<file path="src/rtl/debug_clk_pkg.sv">
// ---------------------------------------------------------------------------
// debug_clk_pkg
// Shared types and default parameters for the debug clock monitor.
//   mon_state_t  : monitor FSM state encoding
//   DEF_*        : default timing parameters for the monitored debug clock
// ---------------------------------------------------------------------------
package debug_clk_pkg;

    typedef enum logic [1:0] {
        MON_IDLE   = 2'd0,
        MON_TRACK  = 2'd1,
        MON_LOCKED = 2'd2,
        MON_LOST   = 2'd3
    } mon_state_t;

    localparam int DEF_EXP_HALF = 4;   // expected clk_ref cycles between clk_mon edges
    localparam int DEF_TOL      = 1;   // allowed deviation from DEF_EXP_HALF
    localparam int DEF_LOCK_CNT = 8;   // consecutive good measurements for lock
    localparam int DEF_TIMEOUT  = 16;  // edge-free cycles before loss

endpackage

</file>
<file path="src/rtl/sync_edge_detect.sv">
// ---------------------------------------------------------------------------
// sync_edge_detect
// Synchronizes an asynchronous single-bit input into the clk domain and emits
// registered one-cycle pulses on its rising and falling edges.
// Ports:
//   clk    in  1  sampling clock
//   rst_n  in  1  asynchronous active-low reset
//   din    in  1  asynchronous input, sampled as data
//   rise   out 1  one-cycle pulse per rising edge of din
//   fall   out 1  one-cycle pulse per falling edge of din
// A new level is captured by sync[0] on clock edge 1 and the pulse is
// visible from clock edge SYNC_STG+1 (counting the capturing edge as 1).
// ---------------------------------------------------------------------------
module sync_edge_detect #(
    parameter int SYNC_STG = 2
) (
    input  logic clk,
    input  logic rst_n,
    input  logic din,
    output logic rise,
    output logic fall
);

    logic [SYNC_STG-1:0] sync;
    logic                dly;
    logic                last;

    assign last = sync[SYNC_STG-1];

    always_ff @(posedge clk or negedge rst_n) begin
        if (!rst_n) begin
            sync <= '0;
            dly  <= 1'b0;
            rise <= 1'b0;
            fall <= 1'b0;
        end else begin
            sync <= {sync[SYNC_STG-2:0], din};
            dly  <= last;
            rise <= last & ~dly;
            fall <= ~last & dly;
        end
    end

endmodule

</file>
<file path="src/rtl/debug_clk_monitor.sv">
// ---------------------------------------------------------------------------
// debug_clk_monitor
// Receive-side checker for a debug divided clock. Detects clk_mon edges in
// the clk_ref domain, measures clk_ref cycles between successive edges,
// qualifies each measurement against EXP_HALF +/- TOL and reports lock,
// loss and a saturating error count.
// Ports:
//   clk_ref     in  1   reference clock
//   rst_n       in  1   asynchronous active-low reset
//   clk_mon     in  1   monitored clock (asynchronous, sampled as data)
//   clear_lost  in  1   one-cycle pulse clearing the sticky lost flag
//   rise_pulse  out 1   one-cycle pulse per detected rising edge
//   fall_pulse  out 1   one-cycle pulse per detected falling edge
//   half_period out CW  most recent measurement taken in TRACK/LOCKED
//   locked      out 1   registered copy of (state == MON_LOCKED)
//   lost        out 1   sticky loss flag
//   err_count   out 8   saturating count of bad measurements
//   mon_state   out 2   current FSM state (debug observation)
// ---------------------------------------------------------------------------
module debug_clk_monitor
    import debug_clk_pkg::*;
#(
    parameter  int EXP_HALF = DEF_EXP_HALF,
    parameter  int TOL      = DEF_TOL,
    parameter  int LOCK_CNT = DEF_LOCK_CNT,
    parameter  int TIMEOUT  = DEF_TIMEOUT,
    parameter  int SYNC_STG = 2,
    localparam int CW       = $clog2(TIMEOUT + 1)
) (
    input  logic          clk_ref,
    input  logic          rst_n,
    input  logic          clk_mon,
    input  logic          clear_lost,
    output logic          rise_pulse,
    output logic          fall_pulse,
    output logic [CW-1:0] half_period,
    output logic          locked,
    output logic          lost,
    output logic [7:0]    err_count,
    output mon_state_t    mon_state
);

    localparam int GW = $clog2(LOCK_CNT + 1);

    // Lower bound clamps at zero; upper bound cannot exceed the saturated
    // counter value, so it is clamped to TIMEOUT.
    localparam int LO_I = (EXP_HALF > TOL) ? (EXP_HALF - TOL) : 0;
    localparam int HI_I = ((EXP_HALF + TOL) > TIMEOUT) ? TIMEOUT : (EXP_HALF + TOL);

    localparam logic [CW-1:0] LO       = CW'(LO_I);
    localparam logic [CW-1:0] HI       = CW'(HI_I);
    localparam logic [CW-1:0] CNT_MAX  = CW'(TIMEOUT);
    localparam logic [CW-1:0] CNT_ONE  = CW'(1);
    localparam logic [GW-1:0] GOOD_TGT = GW'(LOCK_CNT);
    localparam logic [GW-1:0] GOOD_ONE = GW'(1);

    logic          edge_det;
    logic [CW-1:0] cnt;
    logic [CW-1:0] cnt_next;
    logic [GW-1:0] good_cnt;
    logic [GW-1:0] good_next;
    logic [7:0]    err_next;
    logic [CW-1:0] hp_next;
    logic          lost_next;
    logic          timeout;
    logic          good;
    mon_state_t    state;
    mon_state_t    state_next;

    sync_edge_detect #(
        .SYNC_STG (SYNC_STG)
    ) u_sync_edge (
        .clk   (clk_ref),
        .rst_n (rst_n),
        .din   (clk_mon),
        .rise  (rise_pulse),
        .fall  (fall_pulse)
    );

    assign edge_det  = rise_pulse | fall_pulse;
    assign mon_state = state;

    // cnt holds the number of cycles since the last edge, so its value in an
    // edge cycle is the measurement for that edge.
    assign cnt_next = edge_det          ? CNT_ONE :
                      (cnt == CNT_MAX)  ? cnt     :
                                          cnt + CNT_ONE;

    assign timeout = (cnt == CNT_MAX);
    assign good    = (cnt >= LO) && (cnt <= HI);

    always_comb begin
        state_next = state;
        good_next  = good_cnt;
        err_next   = err_count;
        hp_next    = half_period;
        case (state)
            MON_IDLE: begin
                // First edge only establishes a reference point.
                if (edge_det) begin
                    state_next = MON_TRACK;
                    good_next  = '0;
                end
            end
            MON_TRACK: begin
                if (timeout) begin
                    state_next = MON_LOST;
                end else if (edge_det) begin
                    hp_next = cnt;
                    if (good) begin
                        good_next = good_cnt + GOOD_ONE;
                        if (good_cnt + GOOD_ONE == GOOD_TGT) begin
                            state_next = MON_LOCKED;
                        end
                    end else begin
                        good_next = '0;
                        if (err_count != 8'hFF) err_next = err_count + 8'd1;
                    end
                end
            end
            MON_LOCKED: begin
                if (timeout) begin
                    state_next = MON_LOST;
                end else if (edge_det) begin
                    hp_next = cnt;
                    if (!good) begin
                        state_next = MON_TRACK;
                        good_next  = '0;
                        if (err_count != 8'hFF) err_next = err_count + 8'd1;
                    end
                end
            end
            MON_LOST: begin
                // The counter is saturated here, so this edge gives no
                // usable measurement; it only restarts tracking.
                if (edge_det) begin
                    state_next = MON_TRACK;
                    good_next  = '0;
                end
            end
            default: begin
                state_next = MON_IDLE;
            end
        endcase
    end

    // Entry into LOST has priority over a simultaneous clear request.
    always_comb begin
        lost_next = lost;
        if (state_next == MON_LOST && state != MON_LOST) begin
            lost_next = 1'b1;
        end else if (clear_lost) begin
            lost_next = 1'b0;
        end
    end

    always_ff @(posedge clk_ref or negedge rst_n) begin
        if (!rst_n) begin
            state       <= MON_IDLE;
            cnt         <= '0;
            good_cnt    <= '0;
            err_count   <= 8'd0;
            half_period <= '0;
            lost        <= 1'b0;
            locked      <= 1'b0;
        end else begin
            state       <= state_next;
            cnt         <= cnt_next;
            good_cnt    <= good_next;
            err_count   <= err_next;
            half_period <= hp_next;
            lost        <= lost_next;
            locked      <= (state == MON_LOCKED);
        end
    end

endmodule

</file>
<file path="config.mk">
export PLATFORM = sky130hd
export DESIGN_NAME = debug_clk_monitor
export DESIGN_NICKNAME = d
export VERILOG_FILES = /design/src/rtl/debug_clk_pkg.sv /design/src/rtl/sync_edge_detect.sv /design/src/rtl/debug_clk_monitor.sv
export SDC_FILE = /design/constraint.sdc
export NUM_CORES = 1
export LEC_CHECK = 0
export BUFFER_PORTS_ARGS = -buffer_cell sky130_fd_sc_hd__buf_4
export CAP_MARGIN = 20
export CORE_ASPECT_RATIO = 0.7
export CORE_UTILIZATION = 27
export CTS_CLUSTER_DIAMETER = 80
export CTS_CLUSTER_SIZE = 16
export DETAILED_ROUTE_END_ITERATION = 6
export PLACE_DENSITY = 0.53
export SYNTH_ARGS = -nofsm -noshare
export SYNTH_HDL_FRONTEND = slang
export SYNTH_SLANG_ARGS = --single-unit
</file>
<file path="constraint.sdc">
create_clock -name clk_ref -period 3.6 [get_ports clk_ref]
set_input_delay 0.9 -clock clk_ref [delete_from_list [all_inputs] [get_ports clk_ref]]
set_output_delay 0.9 -clock clk_ref [all_outputs]
set_load 0.01 [all_outputs]
</file>
# ---- Yosys cells after proc, flatten, opt, wreduce, memory -nomap -nowiden
# Index checks and enable logic that the tools add are counted.
dict set report op_classes {
  n_mux 21
  magnitude_cmp 2
  reduce_logical 9
  n_addsub 3
  n_eq_ne 15
  bitwise_logic 7
}
# op n
set ops {}
lappend ops {{4-bit 2-to-1 mux} 7}
lappend ops {{2-bit 2-to-1 mux} 8}
lappend ops {{2-bit != test, second input constant} 7}
lappend ops {{4-bit one-hot mux with 3 select lines} 1}
lappend ops {{5-bit 2-to-1 mux} 2}
lappend ops {{8-bit by 1-bit adder with 8-bit output, second input constant} 1}
lappend ops {{8-bit != test, second input constant} 1}
lappend ops {{2-bit == test, second input constant} 3}
lappend ops {{2-bit one-hot mux with 3 select lines} 1}
lappend ops {{6-bit AND reduction} 1}
lappend ops {{5-bit by 1-bit adder with 5-bit output, second input constant} 1}
lappend ops {{5-bit == test, second input constant} 1}
lappend ops {{5-bit by 2-bit >= comparator with 1-bit output, second input constant} 1}
lappend ops {{5-bit by 3-bit <= comparator with 1-bit output, second input constant} 1}
lappend ops {{5-bit AND reduction} 1}
lappend ops {{4-bit by 1-bit adder with 4-bit output, second input constant} 1}
lappend ops {{4-bit == test, second input constant} 1}
lappend ops {{1-bit NOT} 4}
lappend ops {{2-bit OR reduction} 2}
lappend ops {{3-bit AND reduction} 1}
lappend ops {{1-bit AND} 2}
lappend ops {{2-bit by 1-bit == test with 1-bit output, second input constant} 1}
lappend ops {{1-bit logical AND} 2}
lappend ops {{2-bit logical NOT} 1}
lappend ops {{other kinds (4)} 5}
dict set report word_totals {
  wordCells 68
  out_inout_bits 19
  in_bits 4
  ff_bits 31
}

# ---- Depth between registers and ports, before layout
# Gate-level depths: netlist of the first run.
dict set report logic_depth {
  depth_word 10
  ltp_mapped 9
  depth_no_buf 7
}

# ---- Modules after synthesis
# Synthesis of the first run repeated with hierarchy kept, for this count alone.
dict set report unflattened {
  cells_unflattened 127
  hier_area_um2 1522.7
}
# module cells_each area_per_inst_um2 n_inst seq_area_each_um2
set by_module_without_submodules {}
lappend by_module_without_submodules {debug_clk_monitor 120 1382.6 1 650.6}
lappend by_module_without_submodules {sync_edge_detect 7 140.1 1 125.1}

# ---- Least setup slack after synthesis of the first run
# Ideal clock, no wire load.
dict set report synth_path {
  kind {register to register}
  start {register cnt[0]}
  end {register err_count[1]}
  setup_ps 125
  arrival_time_ps 2181
  setup_slack_ps 1294
  path_stages_with_launch 9
  path_cell_list {dfrtp_1 > inv_1 > ha_1 > nor4bb_2 > buf_6 > or3_1 > buf_6 > a311oi_4 > mux2_2}
}
dict set report synth_between {
  elab_chain_len 4
}
# item line
set synth_lines {}
lappend synth_lines {{start, declared} debug_clk_monitor.sv:58} ;# logic [CW-1:0] cnt;
lappend synth_lines {{start signal, assigned} debug_clk_monitor.sv:168} ;# cnt <= cnt_next;
lappend synth_lines {{5-bit by 2-bit >= comparator with 1-bit output / 5-bit by 3-bit <= comparator with 1-bit output (equally long branches)} debug_clk_monitor.sv:90} ;# assign good = (cnt >= LO) && (cnt <= HI);
lappend synth_lines {{1-bit logical AND} debug_clk_monitor.sv:90}
lappend synth_lines {{1-bit NOT (no source line)} --}
lappend synth_lines {{5-bit AND reduction (no source line) (*)} --}
lappend synth_lines {{end signal, assigned} debug_clk_monitor.sv:170} ;# err_count <= err_next;
lappend synth_lines {{end, declared} debug_clk_monitor.sv:39} ;# output logic [7:0] err_count,
# Every way passes the cells marked *; elsewhere a longest branch is shown, timed or not.
# A chain may end at the register's enable or synchronous reset.

# ---- Worst setup path after layout of the first run
# Same ends and word-level chain as after synthesis.

==> out/qor.csv, run 1 <==
stage,metric,value,unit
power_and_ir_drop,power-per-cell-area,602,nW/um^2
sta,skew,0.00177,ns
sta,tightest_slew,0.756,ns
global_route,use_met1,14.1,%
sta,final_max_slew_viol_count,0,
synthesis,synth_seq_cells,31,
route,vias_per_cell,4.53,
worst_setup_path,critPathSlowestCell,a311oi_4,
floorplan,chipWidth,91.6,um
floorplan,row_count,22,
worst_setup_path,cp_top_family,simple AND/OR/NAND/NOR gates,
worst_setup_path,cp.arrival,2.66,ns
worst_setup_path,cp_slowest_stage_delay,0.51,ns
global_route,grt_use_met3,3.87,%
power_and_ir_drop,p_switching,369,uW
sta,timing_hold_violations_final,0,
synthesis,synth_area_leaders,"dfrtp_1 (51%), ha_1 (7.4%), xnor2_1 (5.2%), mux2_2 (4.5%), nand4_1 (2.5%)",
global_route,antenna_found_initial,0,
sta,slew_headroom,48.9,%
synthesis,syn-cell-area,1520,um^2
flow_run,cap_violations,0,
cts,cts_tree,built,
floorplan,floorplan.initialDensity,28.6,%
worst_setup_path,worstPathCellList,"inv_1, ha_1, nor4bb_2, or3_1, a311oi_4, mux2_2",
placement,routabilityCongestion,0.793,
global_route,grt_max_degree,32,
synthesis,avgSynthCellArea,12.0,um^2
synthesis,synth_cells,127,
synthesis,synth_edf_count,0,
worst_setup_path,reg2reg_depth,6,
sta,finalSetupViolCount,0,
sta,hold_ws,0.349,ns
cts,insertion_delay,0.28,ns
cts,clockBufferDepth,2,
route,ant_nets,0,
global_route,gr-max-usage-layer,met2,
cts,cts_resized,0,
cts,htreeDepth,2,
route,drt_iter0_drc,56,
worst_setup_path,critical_path_class,reg -> reg,
worst_setup_path,endpoint_kind,flip-flop,
power_and_ir_drop,power.share.combinational,30.4,%
finish,regArea,776,um^2
synthesis,ys_types,35,
finish,final_nets,165,
worst_setup_path,start_kind,flip-flop,
route,first_pass_iters,6,
worst_setup_path,critical_path_buf_inv_count,1,
worst_setup_path,required,3.77,ns
global_route,grt_util_all_layers,10.5,%
power_and_ir_drop,p_leak,0.838,nW
power_and_ir_drop,seqPwrFrac,44.8,%
outcome,status,"finished, final reports clean",
worst_setup_path,crit_fanout,8,
sta,max_freq,401,MHz
sta,fin_crit,2.49,ns
power_and_ir_drop,p_total,1.10,mW
finish,multi_input_area,684,um^2
finish,drive_gt1_share,28.9,%
sta,rsz0062_at_grt,no,
worst_setup_path,path_depth,6,
cts,holdBufCountCts,0,
synthesis,synthMostInstantiatedCell,dfrtp_1,
power_and_ir_drop,switching_share,33.5,%
finish,diodes,0,
synthesis,yosysWarnings,0,
power_and_ir_drop,pwr-share-clk,24.8,%
global_route,grt_remaining_overflow,0,
global_route,grt_pass1_vias,1004,
floorplan,fp.coreArea,5310,um^2
cts,post_cts_buffers,0,
worst_hold_path,hp-class,reg -> reg,
placement,portBuffers,22,
worst_hold_path,whs_path_depth,0,
synthesis,ys_async_sr_fraction,100,%
floorplan,dieHeight,64.7,um
synthesis,synth_top_flop_cell,dfrtp_1,
cts,numCtsBuffers,5,
route,vias,1014,
cts,clkSlewWorstSetupHoldPaths,0.06,ns
route,drt-total-wl,2750,um
route,wl_per_cell,12.3,um
synthesis,syn_nets,140,
power_and_ir_drop,p_int,733,uW
route,drcViolationCount,0,
finish,syn2layout_area_growth,20.5,%
global_route,grtUsageMet2,15.2,%
floorplan,die-area,5930,um^2
power_and_ir_drop,peakVddDrop,323,uV
global_route,grt_pass1_wl,4800,um
sta,fin_crit_sh,69.3,%
floorplan,io_pins,23,
sta,fin_tns_setup,0,ns
synthesis,synthTopCellsByCount,"dfrtp_1 (31), ha_1 (9), xnor2_1 (9)",
placement,hpwl,1980,um
finish,fillers,528,
synthesis,yosys.area.top_type_share,51.1,%
cts,clock_sinks,31,
synthesis,synth_seq_area_share,51.1,%
synthesis,yosysTopAreaCell,dfrtp_1,
cts,cts_root_buf,clkbuf_8,
-- power by group through the flow --
| stage | registers (mW) | logic, mW | clock network, mW |
|---|---|---|---|
| final | 0.494 | 0.335 | 0.273 |
| after global routing | 0.509 | 0.374 | 0.300 |
| after global placement | 0.496 | 0.334 | 0 |
| after floorplan | 0.498 | 0.212 | 0 |
| after CTS | 0.495 | 0.340 | 0.287 |
| after detailed placement | 0.500 | 0.340 | 0 |
-- layout by cell type (no fill, tap or decap), types with 2 or more instances in the layout --
cell type / synthesis / final
nand3_1: 4 / 4
o31ai_1: 2 / 2
nor2_1: 6 / 6
or2_2: 2 / 2
o21ai_0: 5 / 5
dfrtp_1: 31 / 31
nand2_1: 8 / 8
nand4_1: 6 / 6
nor2b_1: 2 / 2
buf_4: 0 / 22
inv_1: 7 / 7
xor2_1: 3 / 3
and3_1: 4 / 4
a211oi_1: 3 / 3
ha_1: 9 / 9
xnor2_1: 9 / 9
clkbuf_8: 0 / 6
mux2_2: 6 / 6
-- stage by stage --
step,std cells,util (%),instance area (um^2),setup slack [ns]
6_report,224,34.4,1830,1.11
5_1_grt,224,34.4,1830,0.953
4_1_cts,224,34.4,1830,1.10
3_5_place_dp,217,32.8,1740,1.11
3_3_place_gp,217,32.8,1740,1.22
2_1_floorplan,127,-,1520,1.29
-- sequential cells by signal, indices dropped and copies added (netlist names), 2 cells and up --
register / flops
err_count: 8
cnt: 5
half_period: 5
good_cnt: 4
mon_state: 2
u_sync_edge.sync: 2
-- layout make-up --
class                      count  share of cell area, %
multi-input combinational     85                   37.4
timing repair buffer          22                   9.03
sequential                    31                   42.4
tap                           72                   4.92
clock buffer                   6                   4.51
inverter                       7                   1.44
clock inverter                 1                  0.274
-- kinds of logic (layout without fill, tap and decap cells) --
kind of cell    Yosys count  after routing  synth area share [%]
xor+xnor                 12             12                  6.93
compound gates           19             19                  11.8
simple gates             38             38                  13.9
fa+ha+maj                 9              9                  7.42
mux                       7              7                  5.11
buf+inv                  11             36                  3.79
flops                    31             31                  51.1
-- layer usage --
metal | vias to the layer above | share of wire [%]
met2 | 30 | 41
met1 | 479 | 52
met4 | 0 | 1.1
met3 | 4 | 5.9
met5 | - | 0
li1 | 501 | -
-- path summary, 6_finish.rpt --
path / startpoint / end / slack (ns)
hold / removal: u_sync_edge.sync[0] / u_sync_edge.sync[1] / 0.35
min in group asynchronous: rst_n / mon_state[0] / 0.54
setup / recovery: cnt[0] / err_count[1] / 1.11
setup reg to reg: cnt[0] / err_count[1] / 1.11
hold reg to reg: u_sync_edge.sync[0] / u_sync_edge.sync[1] / 0.35
max in group asynchronous: rst_n / half_period[0] / 2.76
Power figures use the tool's default switching activity.
==> inputs of run 2 (changes only) <==
Settings changed: ABC_AREA set to 1, PLACE_DENSITY 0.53 to 0.54.
Clock period 3.6 ns to 2.1 ns, I/O delays scaled along.
==> run 2 against run 1 <==
Synthesized cell count increased by 38%; sequential cell count unchanged; synthesized area increased by 7.3%; via count increased by 16%; clock skew increased by 0.0017 ns; combinational power increased to 3.2 times the previous value; critical path depth increased by 3; setup slack got worse by 0.88 ns; non-clock buffer count unchanged; clock power increased by 74%; global-route usage increased by 0.98 points; critical endpoint unchanged; sequential power increased by 93%; critical path type unchanged.
==> out/qor.csv, run 2 <==
stage,metric,value,unit
outcome,status,"finished, final reports clean",
route,ant_nets,0,
cts,clockBufferDepth,2,
power_and_ir_drop,p_total,2.49,mW
sta,fin_crit,1.87,ns
synthesis,synth_area_leaders,"dfrtp_1 (48%), nand2_1 (8.3%), ha_1 (6.9%), inv_1 (5.5%), nand3_1 (4.3%)",
power_and_ir_drop,power-per-cell-area,1260,nW/um^2
finish,regMostFlops,err_count,
worst_setup_path,start_kind,flip-flop,
finish,post_layout_nonfiller_instances,278,
cts,numCtsBuffers,5,
global_route,grt_util_all_layers,11.5,%
worst_setup_path,reg2reg_from,cnt[0],
sta,skew,0.00344,ns
synthesis,yosysTopAreaCell,dfrtp_1,
floorplan,fp.coreArea,5760,um^2
global_route,grt_pass1_wl,5430,um
finish,syn2layout_area_growth,21.0,%
floorplan,chipWidth,94.8,um
sta,finalSetupViolCount,0,
synthesis,synth_fa_ha_area_share,6.92,%
worst_setup_path,required,2.26,ns
worst_hold_path,hp-class,in -> async,
floorplan,row_count,23,
flow_run,cap_violations,0,
route,vias_per_cell,4.23,
finish,final_nets,216,
worst_setup_path,cp_top_family,simple AND/OR/NAND/NOR gates,
sta,timing_hold_violations_final,0,
global_route,grt_max_degree,32,
power_and_ir_drop,p_leak,0.976,nW
finish,drive_gt1_share,21.7,%
worst_setup_path,crit_fanout,12,
global_route,grt_remaining_overflow,0,
synthesis,synth_simple_gate_area_share,25.8,%
worst_setup_path,r2r_slack,0.23,ns
floorplan,floorplan.initialDensity,28.3,%
power_and_ir_drop,peakVddDrop,471,uV
sta,fin_tns_setup,0,ns
worst_setup_path,reg2reg_to,err_count[1],
floorplan,die-area,6350,um^2
synthesis,synth-xor-area-share,3.77,%
global_route,grt_pass1_vias,1132,
worst_setup_path,crit_start,cnt[0],
route,drt_iter0_drc,68,
finish,fillers,618,
synthesis,synth_seq_area_share,47.7,%
placement,dpl_worst_slack,0.246,ns
placement,dp_cells,271,
sta,slew_headroom,73.5,%
route,drt-total-wl,3160,um
sta,max_freq,534,MHz
floorplan,dieHeight,67.0,um
worst_setup_path,worstPathCellList,"inv_1, ha_1, nand2_1, inv_1, nand2_4, nand2_4, nor2_8, nand3_4, mux2_4",
route,first_pass_iters,4,
synthesis,synth_top_family_by_area,simple AND/OR/NAND/NOR gates,
route,drcViolationCount,0,
worst_setup_path,cp_slowest_stage_delay,0.43,ns
sta,rsz0062_at_grt,no,
worst_setup_path,critPathSlowestCell,dfrtp_1,
synthesis,synth_edf_count,0,
finish,top_regs,"err_count: 8 flops, cnt: 5 flops, half_period: 5 flops",
cts,cts_resized,0,
worst_setup_path,cp.arrival,2.04,ns
synthesis,synth_top_flop_cell,dfrtp_1,
finish,diodes,0,
sta,final_max_slew_viol_count,0,
synthesis,yosys.area.top_type_share,47.7,%
sta,hold_ws,0.172,ns
route,wl_per_cell,11.3,um
synthesis,avgSynthCellArea,9.30,um^2
cts,insertion_delay,0.28,ns
synthesis,ys_async_sr_fraction,100,%
synthesis,yosysWarnings,0,
sta,worst_slack,0.227,ns
cts,htreeDepth,2,
worst_setup_path,reg2reg_depth,9,
floorplan,io_pins,23,
synthesis,synth_cells,175,
synthesis,syn_nets,188,
synthesis,synth_seq_cells,31,
placement,hpwl,2240,um
synthesis,synthTopCellsByCount,"nand2_1 (36), dfrtp_1 (31), inv_1 (24)",
cts,post_cts_buffers,0,
cts,cts_tree,built,
placement,portBuffers,22,
synthesis,syn-cell-area,1630,um^2
cts,clkSlewWorstSetupHoldPaths,0.07,ns
worst_setup_path,critical_path_class,reg -> reg,
synthesis,synth.area.mux_share,2.77,%
placement,routabilityCongestion,0.780,
cts,clock_sinks,31,
finish,final_cell_mix,"nand2_1 (36), dfrtp_1 (31), inv_1 (24), buf_4 (22), nand3_1 (14)",
synthesis,synthMostInstantiatedCell,nand2_1,
cts,cts_root_buf,clkbuf_8,
worst_setup_path,endpoint_kind,flip-flop,
sta,fin_crit_sh,89.2,%
sta,tightest_slew,0.397,ns
global_route,antenna_found_initial,0,
finish,final_common_cell,nand2_1,
synthesis,ys_types,24,
worst_setup_path,critical_path_buf_inv_count,2,
cts,holdBufCountCts,0,
finish,largest_reg_flops,8,
synthesis,synth-compound-area-share,7.23,%
route,vias,1175,
## run 2: cell count changes in the layout (fill, tap and decap cells not counted), moves of 3 or more
cell	before	now
and3_1	4	0
nand3_1	4	14
nand2_1	8	36
mux2_4	0	3
inv_1	7	24
mux2_2	6	0
o21a_1	0	5
a21oi_1	0	7
nor2_1	6	13
xnor2_1	9	3
## run 2: stage by stage
step | util, % | cell area (um^2)
6_report | 34.2 | 1970
5_1_grt | 34.2 | 1970
4_1_cts | 34.2 | 1970
3_5_place_dp | 32.7 | 1880
3_3_place_gp | 32.7 | 1880
2_1_floorplan | - | 1630
## run 2: report_power, final
part           internal, mW  total (mW)  leakage [nW]  switching [mW]
Clock                 0.257       0.476        0.0470           0.220
Sequential            0.764       0.951         0.393           0.187
Combinational         0.490        1.06         0.536           0.572
Total                  1.51        2.49         0.976           0.979
## run 2: worst max path at each step
stage / to / slack, ns / cells after the start
floorplan: good_cnt[2] / 0.47 / 8
finish: err_count[1] / 0.23 / 9
global placement: good_cnt[2] / 0.27 / 8
global route: good_cnt[1] / 0.05 / 7
CTS: err_count[5] / 0.23 / 12
detailed placement: err_count[1] / 0.25 / 9
## run 2: cells by family after synthesis
kind of cell | count (synthesis)
buffers and inverters | 25
AO/OA/AOI/OAI | 20
multiplexers | 3
flip-flops | 31
XOR/XNOR | 7
AND/OR/NAND/NOR | 80
adder cells (fa/ha/maj) | 9
## run 2: metal layers
layer	part of all wire, %	track usage [%]	vias to the layer above
li1	-	-	613
met1	56	15.9	537
met2	40	16.7	22
met3	4.2	4.45	3
met4	0.38	2.27	0
met5	0	0	-
## run 2: layout make-up
type / instances / area [um^2] / share of cell area [%]
flip-flops and latches: 31 / 776 / 39.4
clock buffers: 6 / 82.6 / 4.19
well taps: 75 / 93.8 / 4.76
clock inverters: 1 / 5.00 / 0.254
inverters: 24 / 90.1 / 4.57
repair buffers: 22 / 165 / 8.39
multi-input cells: 119 / 757 / 38.4
## run 2: worst register-to-register path, cell delays in order, from the launching register on
cell and delay [ns]:
dfrtp_1 0.43, inv_1 0.13, ha_1 0.21, nand2_1 0.05, inv_1 0.06, nand2_4 0.09
nand2_4 0.08, nor2_8 0.19, nand3_4 0.18, mux2_4 0.33
